File: src/rtl/phy_rx_link_ctrl.sv
// Receive-side link controller: acquires lock on a run of COM symbols, then deals
// data bytes round-robin onto four lanes and drops lock when valid goes silent.
module phy_rx_link_ctrl #(
  parameter logic [7:0] COM_SYMBOL = 8'hBC,
  parameter logic [7:0] IDL_SYMBOL = 8'h7C,
  parameter int         LOCK_COUNT = 4,
  parameter int         LOSS_COUNT = 8
) (
  input  logic       clk_4f,
  input  logic       reset,
  input  logic [7:0] data_in,
  input  logic       valid_in,
  input  logic [3:0] lane_ready,
  output logic [7:0] data_out,
  output logic [3:0] lane_valid,
  output logic       active_to_PS,
  output logic [1:0] state,
  output logic [7:0] drop_count,
  output logic       lock_lost
);

  // state   | meaning
  // IDLE    | post-reset, moves to SEARCH on the next edge
  // SEARCH  | counting consecutive valid COM symbols, no dispatch
  // ACTIVE  | locked, dispatching data bytes round-robin, watching for gaps
  // ILLEGAL | unreachable encoding, recovers to IDLE with outputs cleared
  typedef enum logic [1:0] {
    ST_IDLE    = 2'b00,
    ST_SEARCH  = 2'b01,
    ST_ACTIVE  = 2'b10,
    ST_ILLEGAL = 2'b11
  } state_t;

  localparam logic [3:0] LOCK_C = 4'(LOCK_COUNT);
  localparam logic [7:0] LOSS_C = 8'(LOSS_COUNT);

  state_t     state_q, state_d;
  logic [3:0] com_cnt_q, com_cnt_d;
  logic [7:0] gap_cnt_q, gap_cnt_d;
  logic [1:0] lane_ptr_q, lane_ptr_d;
  logic [7:0] data_q, data_d;
  logic [3:0] lane_valid_q, lane_valid_d;
  logic       active_q, active_d;
  logic [7:0] drop_q, drop_d;
  logic       lost_q, lost_d;

  always_comb begin
    state_d      = state_q;
    com_cnt_d    = com_cnt_q;
    gap_cnt_d    = gap_cnt_q;
    lane_ptr_d   = lane_ptr_q;
    data_d       = data_q;
    lane_valid_d = 4'b0000;
    drop_d       = drop_q;
    lost_d       = 1'b0;

    case (state_q)
      ST_IDLE: state_d = ST_SEARCH;

      ST_SEARCH: begin
        if (valid_in) begin
          if (data_in == COM_SYMBOL) begin
            if (com_cnt_q + 4'd1 == LOCK_C) begin
              state_d    = ST_ACTIVE;
              com_cnt_d  = 4'd0;
              lane_ptr_d = 2'd0;
              gap_cnt_d  = 8'd0;
            end else begin
              com_cnt_d = com_cnt_q + 4'd1;
            end
          end else begin
            com_cnt_d = 4'd0;
          end
        end
      end

      ST_ACTIVE: begin
        if (valid_in) begin
          gap_cnt_d = 8'd0;
          if (data_in == COM_SYMBOL) begin
            lane_ptr_d = 2'd0;
          end else if (data_in != IDL_SYMBOL) begin
            // The pointer advances even on a drop so bytes keep their lane mapping.
            if (lane_ready[lane_ptr_q]) begin
              data_d       = data_in;
              lane_valid_d = 4'b0001 << lane_ptr_q;
            end else if (drop_q != 8'hFF) begin
              drop_d = drop_q + 8'd1;
            end
            lane_ptr_d = lane_ptr_q + 2'd1;
          end
        end else if (gap_cnt_q + 8'd1 == LOSS_C) begin
          state_d   = ST_SEARCH;
          lost_d    = 1'b1;
          com_cnt_d = 4'd0;
          gap_cnt_d = 8'd0;
        end else begin
          gap_cnt_d = gap_cnt_q + 8'd1;
        end
      end

      default: begin
        state_d    = ST_IDLE;
        com_cnt_d  = 4'd0;
        gap_cnt_d  = 8'd0;
        lane_ptr_d = 2'd0;
        data_d     = 8'd0;
        drop_d     = 8'd0;
      end
    endcase

    active_d = (state_d == ST_ACTIVE);
  end

  always_ff @(posedge clk_4f) begin
    if (!reset) begin
      state_q      <= ST_IDLE;
      com_cnt_q    <= 4'd0;
      gap_cnt_q    <= 8'd0;
      lane_ptr_q   <= 2'd0;
      data_q       <= 8'd0;
      lane_valid_q <= 4'b0000;
      active_q     <= 1'b0;
      drop_q       <= 8'd0;
      lost_q       <= 1'b0;
    end else begin
      state_q      <= state_d;
      com_cnt_q    <= com_cnt_d;
      gap_cnt_q    <= gap_cnt_d;
      lane_ptr_q   <= lane_ptr_d;
      data_q       <= data_d;
      lane_valid_q <= lane_valid_d;
      active_q     <= active_d;
      drop_q       <= drop_d;
      lost_q       <= lost_d;
    end
  end

  assign state        = state_q;
  assign data_out     = data_q;
  assign lane_valid   = lane_valid_q;
  assign active_to_PS = active_q;
  assign drop_count   = drop_q;
  assign lock_lost    = lost_q;

endmodule

File: config.mk
export PLATFORM = sky130hd
export DESIGN_NAME = phy_rx_link_ctrl
export DESIGN_NICKNAME = d
export VERILOG_FILES = /design/src/rtl/phy_rx_link_ctrl.sv
export SDC_FILE = /design/constraint.sdc
export NUM_CORES = 1
export LEC_CHECK = 0
export CORE_MARGIN = 10
export CORE_UTILIZATION = 50
export CTS_CLUSTER_SIZE = 8
export DETAILED_ROUTE_END_ITERATION = 8
export PLACE_DENSITY = 0.8
export SLEW_MARGIN = 20
export SYNTH_ARGS = -nofsm -noshare
export SYNTH_HDL_FRONTEND = slang
export SYNTH_SLANG_ARGS = --single-unit
File: constraint.sdc
create_clock -name clk_4f -period 4.5 [get_ports clk_4f]
set_clock_uncertainty 0.05 [all_clocks]
set_input_delay 0.675 -clock clk_4f [delete_from_list [all_inputs] [get_ports clk_4f]]
set_output_delay 0.675 -clock clk_4f [all_outputs]
set_load 0.03 [all_outputs]
## Yosys cells after proc, flatten, opt, wreduce, memory -nomap -nowiden

Index checks and enable logic that the tools add are counted.

- Muxes and demuxes: 39
- Equal/unequal tests: 20
- Magnitude comparators: 1
- $add $sub $neg: 4
- Bitwise logic cells: 7
- Shifts and indexed selects: 1
- Reductions and logical operators: 9

Operators by type and width:

| cell | count |
|---|---|
| $mux W8 | 14 |
| $pmux W8 S2 | 2 |
| $pmux W8 S3 | 1 |
| $mux W2 | 11 |
| $ne A2 B2 Y1 const B | 11 |
| $mux W4 | 5 |
| $add A8 B1 Y8 const B | 2 |
| $pmux W2 S3 | 2 |
| $pmux W4 S3 | 1 |
| $reduce_and A6 Y1 | 2 |
| $eq A8 B4 Y1 const B | 1 |
| $eq A8 B8 Y1 const B | 1 |
| $ne A8 B7 Y1 const B | 1 |
| $ne A8 B8 Y1 const B | 1 |
| $reduce_and A4 Y1 | 2 |
| $not A1 Y1 | 7 |
| $reduce_or A6 Y1 | 1 |
| $reduce_and A5 Y1 | 1 |
| $add A4 B1 Y4 const B | 1 |
| $eq A2 B2 Y1 const B | 2 |
| $eq A4 B3 Y1 const B | 1 |
| $shl A1 B2 Y4 const A | 1 |
| $lt A2 B3 Y1 const B | 1 |
| $ne A3 B3 Y1 const B | 1 |
| 7 further kinds | 8 |

- Bits of input ports: 15
- Register bits: 38
- Word-level logic and storage cells: 90

## Longest topological paths before layout

- Depth after elaboration: 7
- Depth in mapped cells: 6
- Mapped depth without buffers: 6

## Worst setup path after synthesis

OpenSTA, ideal clock, no wires.

- Kind: input port to flip-flop
- From: input port data_in[0]
- To: register data_q[0] (netlist: data_out[0])
- Arrival time: 2.049 ns
- Path slack: 2.284 ns
- Stages on the path: 6
- Cell sequence: nand4bb_1 -> or2_2 -> o2111ai_1 -> nor2b_1 -> buf_2 -> a22o_1

- Cells in the longest elaborated chain, start to end: 5

RTL lines:

| element | line | text |
|---|---|---|
| start, declared | 11 | `input logic [7:0] data_in,` |
| $mux W8 | 84 | `if (lane_ready[lane_ptr_q]) begin` |
| $mux W8 | 82 | `end else if (data_in != IDL_SYMBOL) begin` |
| $mux W8 | 80 | `if (data_in == COM_SYMBOL) begin` |
| $mux W8 | 78 | `if (valid_in) begin` |
| $pmux W8 S2 | 57 | `case (state_q)` |
| end signal, assigned | 131 | `data_q <= data_d;` |
| end, declared | 41 | `logic [7:0] data_q, data_d;` |

Several ways; a longest one is shown, not always the timed one. The select of a mux whose other input is x is not followed.
A chain may end at the register's enable or synchronous reset.

==> results_dict.tcl <==
set metrics [dict create \
    finalCritPeriodShare 0.574 \
    setup_viol_count_final 0 \
    first_pass_iters 4 \
    yosys_warnings 0 \
    cts_buffers 5 \
    setup_slack_ns 1.92 \
    power_density_nw_per_um2 252 \
    seq_area_frac_synth 0.412 \
    synth_seq_cells 38 \
    grt-ovfl-total 0 \
    cp_num_buf_inv 2 \
    reg2reg_setup_slack_ns 2.28 \
    dp_hpwl_mm 3.51 \
    cts_buffer_depth 2 \
    fmaxAchievable_mhz 387 \
    min_path_type "flop to flop" \
    hp-start "data_out[4]$_SDFFE_PN0P_" \
    die-area_um2 6530 \
    clock-sinks 38 \
    cts_root_buffer "clkbuf_8" \
    async_flop_share 0 \
    fin_setup_tns_ns 0 \
    maxCapViolCount 0 \
    layout-drive-gt1-share 0.0745 \
    drt_iter0_markers 104 \
    h-tree-depth 2 \
    cp.required_ns 4.68 \
    postCtsHoldBufs 0 \
    p_leak_uw 0.000828 \
    cp_max_fo 14 \
    area_delta_synth_final_pct 27.1 \
    initial_core_util 0.512 \
    synth_nets 233 \
    place_area_um2 2270 \
    crit_chain "clkdlybuf4s50_1, clkinv_1, nor2_1, a311o_1, a22o_1" \
    synth_edf_count 0 \
    reg2regPathDepth 4 \
    cts_tree "yes" \
    clock_latency_ns 0.28 \
    grt_pass1_wl_mm 7.53 \
    grt_pass1_vias 1572 \
    drc_errors 0 \
    finalHoldViolCount 0 \
    path_delay_family "buffers and inverters" \
    io_buffers 38 \
    tightest_slew_ns 0.739 \
    final_cell_mix "dfxtp_1 (38), clkdlybuf4s50_1 (38), nand2_1 (18), nor2_1 (15)" \
    path_class "input port to flop" \
    final_nets 274 \
    start_kind "input port" \
    slew_headroom 0.506 \
    die_w_um 80.8 \
    postCtsSetupRepairBufs 0 \
    design_area_um2 2350 \
    rows 22 \
    finalCriticalPeriod_ns 2.58 \
    critPathSlowestCell "clkdlybuf4s50_1" \
    core_area_um2 3610 \
    wl_mm 4.58 \
    clkTransAtPathRegs_ns 0.07 \
    peakVddDrop_mv 0.175 \
    rsz0062_at_grt "false" \
    hold_end "data_out[4]$_SDFFE_PN0P_" \
    synth_area_per_cell_um2 8.64 \
    slew_violations 0 \
    die_h_um 80.8 \
    status "finished, final reports clean" \
    cp-end-kind "flop" \
    holdWs_ns 0.438 \
    grt_usage 0.141 \
    arrival_ns 2.76 \
    critPathMaxStageDelay_ns 0.78 \
    synthCells 214 \
    grt_max_degree 15 \
    ios 39 \
    syn-cell-area_um2 1850 \
    antenna_found_initial 0 \
    reg2reg_to "lane_valid[3]$_SDFF_PP0_" \
    synth.distinct_cells 50 \
    ctsResizeCount 0 \
    wl_per_cell_um 15.1 \
    drt-vias-per-instance 5.83 \
    antenna_left 0 \
    r2r-start "state[1]$_SDFF_PN0_" \
    n_antenna_cell 0 \
    ys.flop_type "dfxtp_1" \
    hold_depth 1 \
    via_count 1766 \
    gp_congestion 0.847 \
    dp_worst_setup_slack_ns 1.63 \
]
-- power by group --
part	switching [µW]	internal, µW	total (µW)
sequential	1.58	337	338
clock	114	104	218
combinational	18.8	16.1	34.9
-- synthesized netlist by cell type (5+ instances only) --
library cell	number	area (µm²)
a21oi_1	11	55.1
a22o_1	8	70.1
dfxtp_1	38	761
inv_1	9	33.8
nand2_1	18	67.6
nand3_1	14	70.1
nor2_1	15	56.3
nor3_1	6	30.0
nor4_1	5	31.3
o21ai_0	14	70.1
or3_1	6	37.5
-- flip-flops by register name, summed over array words and instances (netlist names) --
name,flops
lane_valid,4
lane_ptr_q,2
lock_lost,1
com_cnt_q,4
state,2
gap_cnt_q,8
drop_count,8
data_out,8
active_to_PS,1
-- cell type report --
type	count	area (µm²)
Multi-Input combinational cell	162	1030
Sequential cell	38	761
Fill cell	323	1260
Clock buffer	5	68.8
Clock inverter	2	10.0
Tap cell	48	60.1
Inverter	10	37.5
Timing Repair Buffer	38	380
-- routing by layer --
layer,GRT usage,vias to the layer above,share of wire,routed length [µm]
met2,0.229,39,0.49,2230
met3,0.0386,5,0.062,284
met1,0.179,840,0.44,2020
li1,-,882,-,-
met4,0.0381,0,0.010,46
met5,0,-,0,0
-- through the flow --
step                       util  instances  power (µW)
after global placement    0.629        296         380
after detailed placement  0.629        296         380
final                     0.651        303         591
after global routing      0.651        303         613
after CTS                 0.651        303         593
after floorplan               -        214         360
-- worst max path at each step --
stage / from / endpoint / slack, ns / cells past startpoint
after floorplan: data_in[0] / data_out[0]$_SDFFE_PN0P_ / 2.28 / 6
after global placement: valid_in / drop_count[2]$_SDFFE_PN0P_ / 1.60 / 6
after detailed placement: valid_in / drop_count[2]$_SDFFE_PN0P_ / 1.63 / 6
after CTS: valid_in / drop_count[2]$_SDFFE_PN0P_ / 1.94 / 6
after global routing: valid_in / drop_count[2]$_SDFFE_PN0P_ / 1.73 / 6
final: reset / data_out[5]$_SDFFE_PN0P_ / 1.92 / 5
-- kinds of logic (layout without fill, tap and decap cells) --
logic type               after synthesis  in the layout  synth area share
AO/OA/AOI/OAI                         55             55             0.204
adder cells (fa/ha/maj)                4              4            0.0271
XOR/XNOR                               4              4            0.0190
buffers and inverters                 14             55            0.0305
multiplexers                           3              3            0.0230
flip-flops                            38             38             0.412
AND/OR/NAND/NOR                       96             96             0.285
(Power assumes the default switching activity.)
